**src/rtl/phase_corr_sched.sv**
```systemverilog
// phase_corr_sched: one time-multiplexed saturating two-tap sum unit,
// y[n] = x[n] + x[n-2], shared round-robin by two sample channels
// (ch0 = I, ch1 = Q), with a tagged, registered output stream.
// Build option: define PHASE_CORR_SAT_EN to clamp overflowing sums and
// report clamps on o_sat; when undefined the sum wraps and o_sat is 0.
//
// Handshake: an input sample on channel k transfers on a rising edge where
// i_validk=1 and o_readyk=1; o_readyk is the combinational grant and is
// never high for both channels at once. The output transfers on a rising
// edge where o_valid=1 and i_ready=1; while o_valid=1 and i_ready=0 the
// output register holds and no channel is granted.

module phase_corr_sched #(
    parameter int NB_DATA = 16
) (
    input  logic               i_clk,
    input  logic               i_rst_n,
    input  logic [NB_DATA-1:0] i_data0,
    input  logic               i_valid0,
    output logic               o_ready0,
    input  logic [NB_DATA-1:0] i_data1,
    input  logic               i_valid1,
    output logic               o_ready1,
    input  logic               i_clear,
    output logic [NB_DATA-1:0] o_data,
    output logic               o_ch,
    output logic               o_sat,
    output logic               o_valid,
    input  logic               i_ready
);

    // Per-channel history: h1 = x[n-1], h2 = x[n-2]
    logic [NB_DATA-1:0] r_h1_0;
    logic [NB_DATA-1:0] r_h2_0;
    logic [NB_DATA-1:0] r_h1_1;
    logic [NB_DATA-1:0] r_h2_1;
    // Last granted channel; reset to 1 so ch0 wins the first contention
    logic               r_last;
    // Output register
    logic [NB_DATA-1:0] r_data;
    logic               r_ch;
    logic               r_sat;
    logic               r_valid;

    logic               w_can_issue;
    logic               w_gnt0;
    logic               w_gnt1;
    logic               w_grant;
    logic               w_sel;
    logic [NB_DATA-1:0] w_x;
    logic [NB_DATA-1:0] w_h2;
    logic [NB_DATA-1:0] w_res;
    logic               w_sat;

    // The unit can accept a new sample when the output slot is free or
    // is being drained this cycle; grants are masked during reset.
    assign w_can_issue = !r_valid || i_ready;
    assign w_gnt0 = i_rst_n && w_can_issue && i_valid0 && (!i_valid1 || r_last);
    assign w_gnt1 = i_rst_n && w_can_issue && i_valid1 && (!i_valid0 || !r_last);
    assign w_grant = w_gnt0 || w_gnt1;
    assign w_sel   = w_gnt1;

    // Operand mux: a same-cycle clear makes the granted sample see h2 = 0
    assign w_x  = w_sel ? i_data1 : i_data0;
    assign w_h2 = i_clear ? '0 : (w_sel ? r_h2_1 : r_h2_0);

`ifdef PHASE_CORR_SAT_EN
    logic [NB_DATA:0] w_sum;

    assign w_sum = {w_x[NB_DATA-1], w_x} + {w_h2[NB_DATA-1], w_h2};

    // Overflow shows up as disagreement between the two top bits of the
    // one-bit-wider sum; the top bit then gives the direction of the clamp.
    always_comb begin
        w_res = w_sum[NB_DATA-1:0];
        w_sat = 1'b0;
        if (w_sum[NB_DATA] != w_sum[NB_DATA-1]) begin
            w_sat = 1'b1;
            w_res = w_sum[NB_DATA] ? {1'b1, {(NB_DATA-1){1'b0}}}
                                   : {1'b0, {(NB_DATA-1){1'b1}}};
        end
    end
`else
    // Wrap-around: the low NB_DATA bits of the sum are the result
    assign w_res = w_x + w_h2;
    assign w_sat = 1'b0;
`endif

    assign o_ready0 = w_gnt0;
    assign o_ready1 = w_gnt1;
    assign o_data   = r_data;
    assign o_ch     = r_ch;
    assign o_sat    = r_sat;
    assign o_valid  = r_valid;

    // History shift for the granted channel; clear zeroes both channels
    // before the granted sample lands in h1.
    always_ff @(posedge i_clk or negedge i_rst_n) begin
        if (!i_rst_n) begin
            r_h1_0 <= '0;
            r_h2_0 <= '0;
            r_h1_1 <= '0;
            r_h2_1 <= '0;
        end else if (i_clear) begin
            r_h1_0 <= w_gnt0 ? i_data0 : '0;
            r_h2_0 <= '0;
            r_h1_1 <= w_gnt1 ? i_data1 : '0;
            r_h2_1 <= '0;
        end else begin
            if (w_gnt0) begin
                r_h2_0 <= r_h1_0;
                r_h1_0 <= i_data0;
            end
            if (w_gnt1) begin
                r_h2_1 <= r_h1_1;
                r_h1_1 <= i_data1;
            end
        end
    end

    // Round-robin pointer follows the most recent grant
    always_ff @(posedge i_clk or negedge i_rst_n) begin
        if (!i_rst_n) begin
            r_last <= 1'b1;
        end else if (w_grant) begin
            r_last <= w_sel;
        end
    end

    // Output register: load on grant, drop valid when drained with no new
    // grant, hold everything under backpressure.
    always_ff @(posedge i_clk or negedge i_rst_n) begin
        if (!i_rst_n) begin
            r_data  <= '0;
            r_ch    <= 1'b0;
            r_sat   <= 1'b0;
            r_valid <= 1'b0;
        end else if (w_grant) begin
            r_data  <= w_res;
            r_ch    <= w_sel;
            r_sat   <= w_sat;
            r_valid <= 1'b1;
        end else if (i_ready) begin
            r_valid <= 1'b0;
        end
    end

endmodule
```
**config.mk**
```make
export PLATFORM = sky130hd
export DESIGN_NAME = phase_corr_sched
export DESIGN_NICKNAME = d
export VERILOG_FILES = /design/src/rtl/phase_corr_sched.sv
export SDC_FILE = /design/constraint.sdc
export NUM_CORES = 1
export LEC_CHECK = 0
export BUFFER_PORTS_ARGS = -buffer_cell sky130_fd_sc_hd__clkbuf_2
export CAP_MARGIN = 20
export CORE_ASPECT_RATIO = 1.25
export CORE_MARGIN = 1.5
export CORE_UTILIZATION = 30
export CTS_CLUSTER_DIAMETER = 150
export DETAILED_ROUTE_END_ITERATION = 12
export GPL_ROUTABILITY_DRIVEN = 0
export GPL_TIMING_DRIVEN = 0
export MAX_ROUTING_LAYER = met4
export PLACE_DENSITY = 0.48
export SLEW_MARGIN = 20
export SYNTH_ARGS = -nofsm -noshare
export SYNTH_HDL_FRONTEND = slang
export SYNTH_SLANG_ARGS = --single-unit
```
**constraint.sdc**
```tcl
create_clock -name i_clk -period 4.3 [get_ports i_clk]
set_clock_uncertainty 0.1 [all_clocks]
set_input_delay 0.43 -clock i_clk [delete_from_list [all_inputs] [get_ports i_clk]]
set_output_delay 0.43 -clock i_clk [all_outputs]
set_load 0.02 [all_outputs]
```
==> flow_summary.json, run 1 <==
{
  "status": "finished, violations left",
  "violations": "hold timing",
  "crit_type": "reg2reg",
  "drv_slew": 0,
  "worstSkewPairLatency_ns": 0.34,
  "power_density_nw_per_um2": 435,
  "drtAntennaViolNets": 0,
  "ios": 59,
  "fmax_mhz": 257,
  "hold_viol_final": 3,
  "timing.rr.end": "o_data[12]$_DFFE_PN0P_",
  "syn_to_final_growth_pct": 20.7,
  "worstMarginPinSlew_ns": 0.674,
  "endpoint_kind": "flop",
  "cts_buffers": 9,
  "final-setup-viol-count": 0,
  "drive_above_1_share": 0.158,
  "grt_pass1_wl_mm": 19.4,
  "r2r_cells": 15,
  "timing.final.ws_setup_ns": 0.405,
  "start_kind": "flop",
  "first_iter_violations": 200,
  "vdd_drop_max_v": 0.000163,
  "clock_sinks": 83,
  "wl_per_cell_um": 16.2,
  "cap_violations": 0,
  "drc": 0,
  "ys_warn_count": 0,
  "via_count": 3679,
  "avgViaCountPerCell": 4.91,
  "synth_sequential_area_ratio": 0.483,
  "maxSlewHeadroom": 0.550,
  "post-route-util": 0.373,
  "antenna_found_initial": 0,
  "die_area_um2": 15100,
  "ys.flop_type": "dfrtp_1",
  "post-place-ws_ns": -0.280,
  "grt_max_degree": 86,
  "ys_ff_latch": 83,
  "core_area_um2": 13900,
  "rows": 48,
  "antenna_cells": 0,
  "synth_enable_flop_cells": 0,
  "netlist-cell-type-count": 46,
  "dieHeight_um": 137,
  "grt_use_total": 0.178,
  "grt_overflow_total": 0,
  "grt_pass1_vias": 3599,
  "rsz0062_at_grt": "no",
  "p_leak_nw": 2.50,
  "holdWs_ns": -0.0199,
  "port_buffers": 57,
  "drt_pre_antenna_iters": 4,
  "start_util": 0.309,
  "syn_nets": 554,
  "hold_path.class": "in2async",
  "async_flop_share": 1.00,
  "finalCriticalPeriod_ns": 3.90,
  "hpwl_mm": 9.12,
  "totalWireLength_mm": 12.1,
  "synth_area_per_cell_um2": 8.60,
  "post_synth_inst_count": 500,
  "netlist_area_um2": 4300,
  "crit_arrival_ns": 4.00,
  "tritoncts": "done",
  "timing.final.crit_share": 0.906,
  "reg2reg_from": "r_last$_DFFE_PN1P_",
  "worstPathMaxFanout": 10,
  "nets": 624,
  "h-tree-depth": 3,
  "die_w_um": 110,
  "required_ns": 4.41,
  "root_buffer": "clkbuf_16",
  "reg2reg_slack_ns": 0.40,
  "clkTransAtPathRegs_ns": 0.07,
  "cts_buffer_depth": 2
}
worst max-delay path, cell delays in order (launching register included):
cell and delay, ns:
dfstp_2 0.55, nand2_1 0.08, nand4_4 0.14, clkbuf_1 0.42, clkbuf_2 0.33, nand2_1 0.09
a21oi_1 0.19, ha_1 0.22, fa_1 0.21, a21oi_1 0.09, o21ai_0 0.36, o22ai_1 0.26
o21a_1 0.27, o21ai_0 0.20, xnor2_1 0.14, o21ai_0 0.09
through the flow:
step	hold slack [ns]	cell area (um2)	total power, W	setup TNS (ns)	instances
6_report	-0.0199	5190	0.00226	0	750
5_1_grt	0.0413	5190	0.00238	0	750
4_1_cts	0.0656	5140	0.00229	0	748
3_5_place_dp	0.369	4810	0.00142	-1.23	732
3_3_place_gp	0.361	4800	0.00141	-15.94	732
2_1_floorplan	0.0344	4300	0.00123	0	500
flip-flops by register name (all words and copies together), names as in the netlist:
register	cells
r_h1_0	16
o_valid	1
r_h2_1	16
r_h1_1	16
r_last	1
o_data	16
o_ch	1
r_h2_0	16
layout by cell type (no fill, tap or decap), types with 2 or more instances in the layout:
cell type  synthesis  layout
clkbuf_16          0       9
clkbuf_2           0      62
ha_1              15      15
a22o_1            16      16
a21oi_1           57      57
o21a_1             3       3
nand2_1          201     201
inv_1              3       3
a211oi_1           2       2
mux2_2             3       3
xnor2_1            7       7
buf_2              2       2
nor3_1             2       2
nand3b_1          17      17
o21ai_0           14      14
nor2_1             4       4
nand3_1            2       2
bufinv_16          0       2
clkbuf_1          28      23
nand4_1            2       2
a221oi_1           2       2
xor2_1             4       4
o31ai_1            2       2
a21o_1             8       8
dfrtp_1           82      82
worst max path at each step:
stage                             start                endpoint  slack [ns]  cells past startpoint
floorplan           o_valid$_DFFE_PN0P_  o_data[12]$_DFFE_PN0P_        0.96                     16
global placement                i_rst_n  o_data[12]$_DFFE_PN0P_       -1.49                     16
detailed placement              i_rst_n  o_data[12]$_DFFE_PN0P_       -0.28                     16
CTS                             i_rst_n  o_data[12]$_DFFE_PN0P_        0.05                     16
global route         r_last$_DFFE_PN1P_  o_data[12]$_DFFE_PN0P_        0.05                     15
finish               r_last$_DFFE_PN1P_  o_data[12]$_DFFE_PN0P_        0.40                     15
kinds of logic (layout without fill, tap and decap cells):
group	after synthesis	in the layout	synth area share
xor gates and xnor gates	11	11	0.0224
adders and majority gates	16	16	0.0483
buffers and inverters	35	110	0.0320
muxes	4	4	0.0131
and+or+nand+nor	238	238	0.238
other	1	1	0.000872
DFF	83	83	0.483
AOI/OAI and AO/OA	112	112	0.162
area by class of cell:
cell class | instances | area, um2
well taps | 175 | 219
clock buffers | 11 | 243
clock inverters | 5 | 85.1
multi-input cells | 382 | 2080
fillers | 1464 | 8740
repair buffers | 59 | 338
inverters | 4 | 15.0
flip-flops and latches | 83 | 2080
plain buffers | 31 | 130
power breakdown:
group | total, W | switching (W) | internal (W)
Clock | 0.000854 | 0.000326 | 0.000528
Combinational | 0.000473 | 0.000310 | 0.000163
Sequential | 0.000931 | 0.0000525 | 0.000879
Total | 0.00226 | 0.000689 | 0.00157
layer usage:
layer | vias up | global-route usage | wire length, um
li1 | 1818 | - | -
met1 | 1764 | 0.233 | 5530
met2 | 85 | 0.281 | 5950
met5 | - | - | 0
met3 | 12 | 0.0257 | 461
met4 | 0 | 0.0635 | 210
cells in the mapped netlist, types with 2 or more instances:
library cell | count | area, um2
o21ai_0 | 14 | 70.1
nor2_1 | 4 | 15.0
a22o_1 | 16 | 140
o21a_1 | 3 | 22.5
buf_2 | 2 | 10.0
xnor2_1 | 7 | 61.3
clkbuf_1 | 28 | 105
dfrtp_1 | 82 | 2050
nand2_1 | 201 | 754
a221oi_1 | 2 | 17.5
o31ai_1 | 2 | 15.0
nand4_1 | 2 | 12.5
nand3_1 | 2 | 10.0
nand3b_1 | 17 | 128
nor3_1 | 2 | 10.0
mux2_2 | 3 | 33.8
a21oi_1 | 57 | 285
a211oi_1 | 2 | 15.0
xor2_1 | 4 | 35.0
a21o_1 | 8 | 60.1
ha_1 | 15 | 188
inv_1 | 3 | 11.3
what timing repair did:
item	4_1_cts	5_1_grt
gates resized for setup	0	14
setup endpoints to repair	0	7
endpoints found under the hold margin	0	82
setup buffers	0	0
hold buffers	0	2
Power figures use the tool's default switching activity.
==> run 2: changes to the inputs <==
- HOLD_SLACK_MARGIN: unset -> 0.06
==> run 2 against run 1 <==
Net effect:
- the flow now finishes without violations
- first-iteration DRC count is 8.0% lower
- sequential power is essentially flat
- clock power about the same
- largest cell class unchanged
==> flow_summary.json, run 2 (same netlist as run 1, synthesis figures left out) <==
{
  "worstMarginPinSlew_ns": 0.669,
  "tritoncts": "done",
  "post-place-ws_ns": -0.280,
  "totalWireLength_mm": 12.1,
  "worstPathMaxFanout": 10,
  "grt_pass1_wl_mm": 19.4,
  "maxSlewHeadroom": 0.554,
  "first_iter_violations": 184,
  "cpPeakStageDelay_ns": 0.55,
  "drv_slew": 0,
  "rows": 48,
  "crit_arrival_ns": 4.01,
  "required_ns": 4.41,
  "final_common_cell": "nand2_1",
  "root_buffer": "clkbuf_16",
  "wl_per_cell_um": 16.2,
  "placed_cells": 732,
  "dieHeight_um": 137,
  "crit_type": "reg2reg",
  "antenna_found_initial": 0,
  "via_count": 3655,
  "fmax_mhz": 256,
  "hpwl_mm": 9.12,
  "antenna_cells": 0,
  "crit_chain": "nand2_1 > nand4_4 > clkbuf_1 > clkbuf_2 > nand2_1 > a21oi_1 > ha_1 > fa_1 > a21oi_1 > o21ai_0 > o22ai_1 > o21a_1 > o21ai_0 > xnor2_1 > o21ai_0",
  "finalNonFillerCells": 750,
  "hold_viol_final": 0,
  "power_density_nw_per_um2": 435,
  "p_leak_nw": 2.50,
  "rsz0062_at_grt": "no",
  "nets": 624,
  "final_cell_mix": "nand2_1, dfrtp_1, clkbuf_2, a21oi_1, clkbuf_1",
  "grt_pass1_vias": 3599,
  "avgViaCountPerCell": 4.87,
  "worstSkewPairLatency_ns": 0.34,
  "crit_slowest_cell": "dfstp_2",
  "timing.final.crit_share": 0.908,
  "power.total_w": 0.00226,
  "drive_above_1_share": 0.158,
  "design_area_um2": 5190,
  "clock_sinks": 83,
  "dpl-instance-area_um2": 4810,
  "die_w_um": 110,
  "fillerInstances": 1464,
  "drtAntennaViolNets": 0,
  "multi_input_area_um2": 2080,
  "finalCriticalPeriod_ns": 3.91,
  "die_area_um2": 15100,
  "grt_max_degree": 86,
  "cts_buffers": 9,
  "cap_violations": 0,
  "start_util": 0.309,
  "vdd_drop_max_v": 0.000163,
  "cp_common_cell": "o21ai_0",
  "seq_area_um2": 2080,
  "drc": 0,
  "final-setup-viol-count": 0,
  "start_kind": "flop",
  "hold_path.class": "in2reg",
  "status": "finished, final reports clean",
  "core_area_um2": 13900,
  "port_buffers": 57,
  "grt_overflow_total": 0,
  "endpoint_kind": "flop",
  "clkTransAtPathRegs_ns": 0.06,
  "cts_buffer_depth": 2,
  "syn_to_final_growth_pct": 20.7,
  "drt_pre_antenna_iters": 4,
  "ios": 59,
  "h-tree-depth": 3,
  "timing.final.ws_setup_ns": 0.395,
  "grt_use_total": 0.178
}
run 2: worst paths after layout:
check,from,endpoint,slack [ns],depth (start not counted)
worst max-delay path,r_last$_DFFE_PN1P_,o_data[12]$_DFFE_PN0P_,0.39,15
worst min-delay path,i_data0[13],r_h1_0[13]$_DFFE_PN0P_,0.20,3
worst max register to register,r_last$_DFFE_PN1P_,o_data[12]$_DFFE_PN0P_,0.39,15
worst min register to register,r_last$_DFFE_PN1P_,r_last$_DFFE_PN1P_,0.38,2
max in group asynchronous,i_rst_n,r_h2_0[1]$_DFFE_PN0P_,3.02,3
min in group asynchronous,i_rst_n,r_last$_DFFE_PN1P_,0.65,2
run 2: layer usage:
| metal | vias up | wire [um] | GRT usage |
|---|---|---|---|
| met1 | 1750 | 5610 | 0.233 |
| met2 | 73 | 5910 | 0.281 |
| li1 | 1818 | - | - |
| met5 | - | 0 | - |
| met4 | 0 | 210 | 0.0635 |
| met3 | 14 | 392 | 0.0257 |
run 2: final cells by class:
class                      count  share of cell area
inverter                       4             0.00289
timing repair buffer          59              0.0651
multi-input combinational    382               0.401
buffer                        31              0.0251
clock buffer                  11              0.0467
clock inverter                 5              0.0164
tap                          175              0.0422
sequential                    83               0.400
run 2: per-stage QoR:
stage	TNS, ns	hold WS (ns)	util
after floorplan	0	0.0344	-
after global placement	-15.94	0.361	0.345
after detailed placement	-1.23	0.369	0.345
after CTS	0	0.0656	0.369
after global routing	0	0.206	0.373
final	0	0.198	0.373
run 2: where the power goes:
part	total, W	internal, W	switching, W
sequential	0.000931	0.000879	0.0000525
clock	0.000854	0.000528	0.000326
combinational	0.000473	0.000163	0.000311
total	0.00226	0.00157	0.000689
run 2: worst max-delay path, delay by kind of cell, from the launching register on:
kind | cells | cell delay, ns
AOI/OAI and AO/OA | 7 | 1.46
xor gates and xnor gates | 1 | 0.14
adders and majority gates | 2 | 0.43
buffers and inverters | 2 | 0.76
DFF | 1 | 0.55
and+or+nand+nor | 3 | 0.31
run 2: repair_timing:
action,in CTS,in global routing
setup buffers,0,0
endpoints found under the setup margin,0,7
hold buffers,0,2
resized for setup,0,14
hold endpoints to repair,0,82
==> run 3: changes to the inputs <==
- REMOVE_ABC_BUFFERS: unset -> 1
==> run 3 against run 2 <==
Net effect:
- highest routed layer unchanged
- sequential share of layout area shrank 0.41 points
- global-route usage down 1.1 points
- first-iteration DRC count shrank 18%
- critical path type is now in2reg
- combinational power is essentially flat
- register-to-register slack gained 0.095 ns
- die area did not move
- fmax fell by 1.4%
- power is 9.1% higher
- largest cell class unchanged
- hold slack about the same
==> flow_summary.json, run 3 (same netlist as run 1, synthesis figures left out) <==
{
  "syn_to_final_growth_pct": 22.0,
  "first_iter_violations": 151,
  "worstSkewPairLatency_ns": 0.34,
  "rsz0062_at_grt": "no",
  "seqPwrFrac": 0.380,
  "crit_type": "in2reg",
  "rows": 48,
  "cts_buffer_depth": 2,
  "power_density_nw_per_um2": 470,
  "hold_path.class": "in2reg",
  "tritoncts": "done",
  "maxSlewHeadroom": 0.424,
  "port_buffers": 57,
  "totalWireLength_mm": 11.4,
  "reg2reg_slack_ns": 0.49,
  "nets": 597,
  "crit_chain": "dlygate4sd3_1 > buf_12 > nand4_4 > inv_8 > nand2_1 > a21oi_1 > ha_1 > fa_1 > a21oi_1 > o21ai_0 > o22ai_1 > o21a_1 > o21ai_0 > xnor2_1 > o21ai_0",
  "r2r_cells": 14,
  "placed_cells": 703,
  "grt_use_total": 0.167,
  "cp_common_cell": "o21ai_0",
  "avgViaCountPerCell": 4.95,
  "finalNonFillerCells": 723,
  "cap_violations": 0,
  "required_ns": 4.39,
  "ios": 59,
  "hpwl_mm": 6.81,
  "die_area_um2": 15100,
  "dpl-instance-area_um2": 4760,
  "h-tree-depth": 3,
  "timing.final.crit_share": 0.921,
  "final_cell_mix": "nand2_1, dfrtp_1, a21oi_1, clkbuf_2, nand3b_1",
  "drtAntennaViolNets": 0,
  "wl_per_cell_um": 15.7,
  "drive_above_1_share": 0.164,
  "endpoint_kind": "flop",
  "grt_pass1_wl_mm": 18.5,
  "clock_sinks": 83,
  "cpPeakStageDelay_ns": 0.58,
  "cts_buffers": 9,
  "status": "finished, final reports clean",
  "grt_max_degree": 88,
  "post-place-ws_ns": -0.990,
  "crit_arrival_ns": 4.05,
  "timing.rr.end": "o_data[12]$_DFFE_PN0P_",
  "p_int_w": 0.00178,
  "combPwrFrac": 0.192,
  "die_w_um": 110,
  "p_clk_frac": 0.428,
  "worstMarginPinSlew_ns": 0.863,
  "hold_path_end": "r_h1_0[11]$_DFFE_PN0P_",
  "p_leak_nw": 2.50,
  "hold_viol_final": 0,
  "via_count": 3582,
  "worstPathMaxFanout": 66,
  "switchingPower_w": 0.000680,
  "final_common_cell": "nand2_1",
  "drv_slew": 0,
  "drc": 0,
  "start_kind": "input pin",
  "grt_overflow_total": 0,
  "start_util": 0.309,
  "reg2reg_from": "r_last$_DFFE_PN1P_",
  "dieHeight_um": 137,
  "worstHoldStart": "i_data0[11]",
  "clkTransAtPathRegs_ns": 0.06,
  "power_switching_share": 0.276,
  "timing.final.ws_setup_ns": 0.338,
  "post-route-util": 0.377,
  "power.total_w": 0.00246,
  "grt_pass1_vias": 3498,
  "crit_slowest_cell": "dlygate4sd3_1",
  "core_area_um2": 13900,
  "fmax_mhz": 252,
  "fillerInstances": 1466,
  "design_area_um2": 5250,
  "root_buffer": "clkbuf_16",
  "min_path_cells": 3,
  "antenna_cells": 0,
  "drt_pre_antenna_iters": 5,
  "vdd_drop_max_v": 0.000218,
  "finalCriticalPeriod_ns": 3.96,
  "antenna_found_initial": 0,
  "final-setup-viol-count": 0
}
[run 3: cell types whose count changed in the layout (fill, tap and decap cells not counted), sizes merged]
cell,delta
bufinv,+4
clkbuf,-30
nand4,+2
clkinv,-1
inv,-1
buf,-1
[run 3: power by group through the flow]
stage | Combinational, W | Sequential [W] | Clock, W
after CTS | 0.000477 | 0.000938 | 0.00108
after global routing | 0.000525 | 0.000950 | 0.00111
after floorplan | 0.000205 | 0.00101 | 0
after global placement | 0.000445 | 0.000949 | 0
after detailed placement | 0.000462 | 0.000952 | 0
final | 0.000472 | 0.000937 | 0.00106
[run 3: cell type report]
| type | instances | area, um2 | share of cell area |
|---|---|---|---|
| multi-input combinational | 384 | 2130 | 0.406 |
| sequential | 83 | 2080 | 0.396 |
| timing repair buffer | 61 | 383 | 0.0730 |
| clock buffer | 9 | 225 | 0.0429 |
| tap | 175 | 219 | 0.0417 |
| clock inverter | 7 | 188 | 0.0358 |
| inverter | 4 | 22.5 | 0.00429 |
[run 3: per-layer routing]
layer	vias up	part of all wire	GRT usage	wire, um
met3	17	0.047	0.0324	537
met1	1714	0.44	0.217	4980
met5	-	0	-	0
met4	0	0.016	0.0519	183
li1	1780	-	-	-
met2	71	0.50	0.264	5670
[run 3: what timing repair did]
action	in CTS	in global routing
gates cloned	2	0
endpoints found under the setup margin	10	3
pin swaps	1	0
hold buffers	0	2
resized for setup	2	2
endpoints found under the hold margin	0	82
buffers inserted	0	0
[run 3: how the worst max path moves through the flow]
stage | depth (start not counted) | endpoint | slack (ns) | start
CTS | 14 | o_data[12]$_DFFE_PN0P_ | 0.22 | i_rst_n
finish | 15 | o_data[12]$_DFFE_PN0P_ | 0.34 | i_rst_n
detailed placement | 14 | o_data[12]$_DFFE_PN0P_ | -0.99 | i_rst_n
global route | 15 | o_data[12]$_DFFE_PN0P_ | 0.02 | i_rst_n
global placement | 14 | o_data[12]$_DFFE_PN0P_ | -3.56 | i_rst_n
floorplan | 14 | o_data[12]$_DFFE_PN0P_ | 0.04 | o_valid$_DFFE_PN0P_
[run 3: through the flow]
step                hold WS [ns]  TNS [ns]
detailed placement         0.365     -7.52
global route               0.199         0
CTS                       0.0781         0
finish                     0.198         0
global placement           0.361   -160.58
floorplan                 0.0344         0
[run 3: critical path, delay by kind of cell]
kind,cells,cell delay [ns]
compound gates,7,1.37
simple gates,2,0.39
fa+ha+maj,2,0.48
xor+xnor,1,0.18
buf+inv,3,1.15
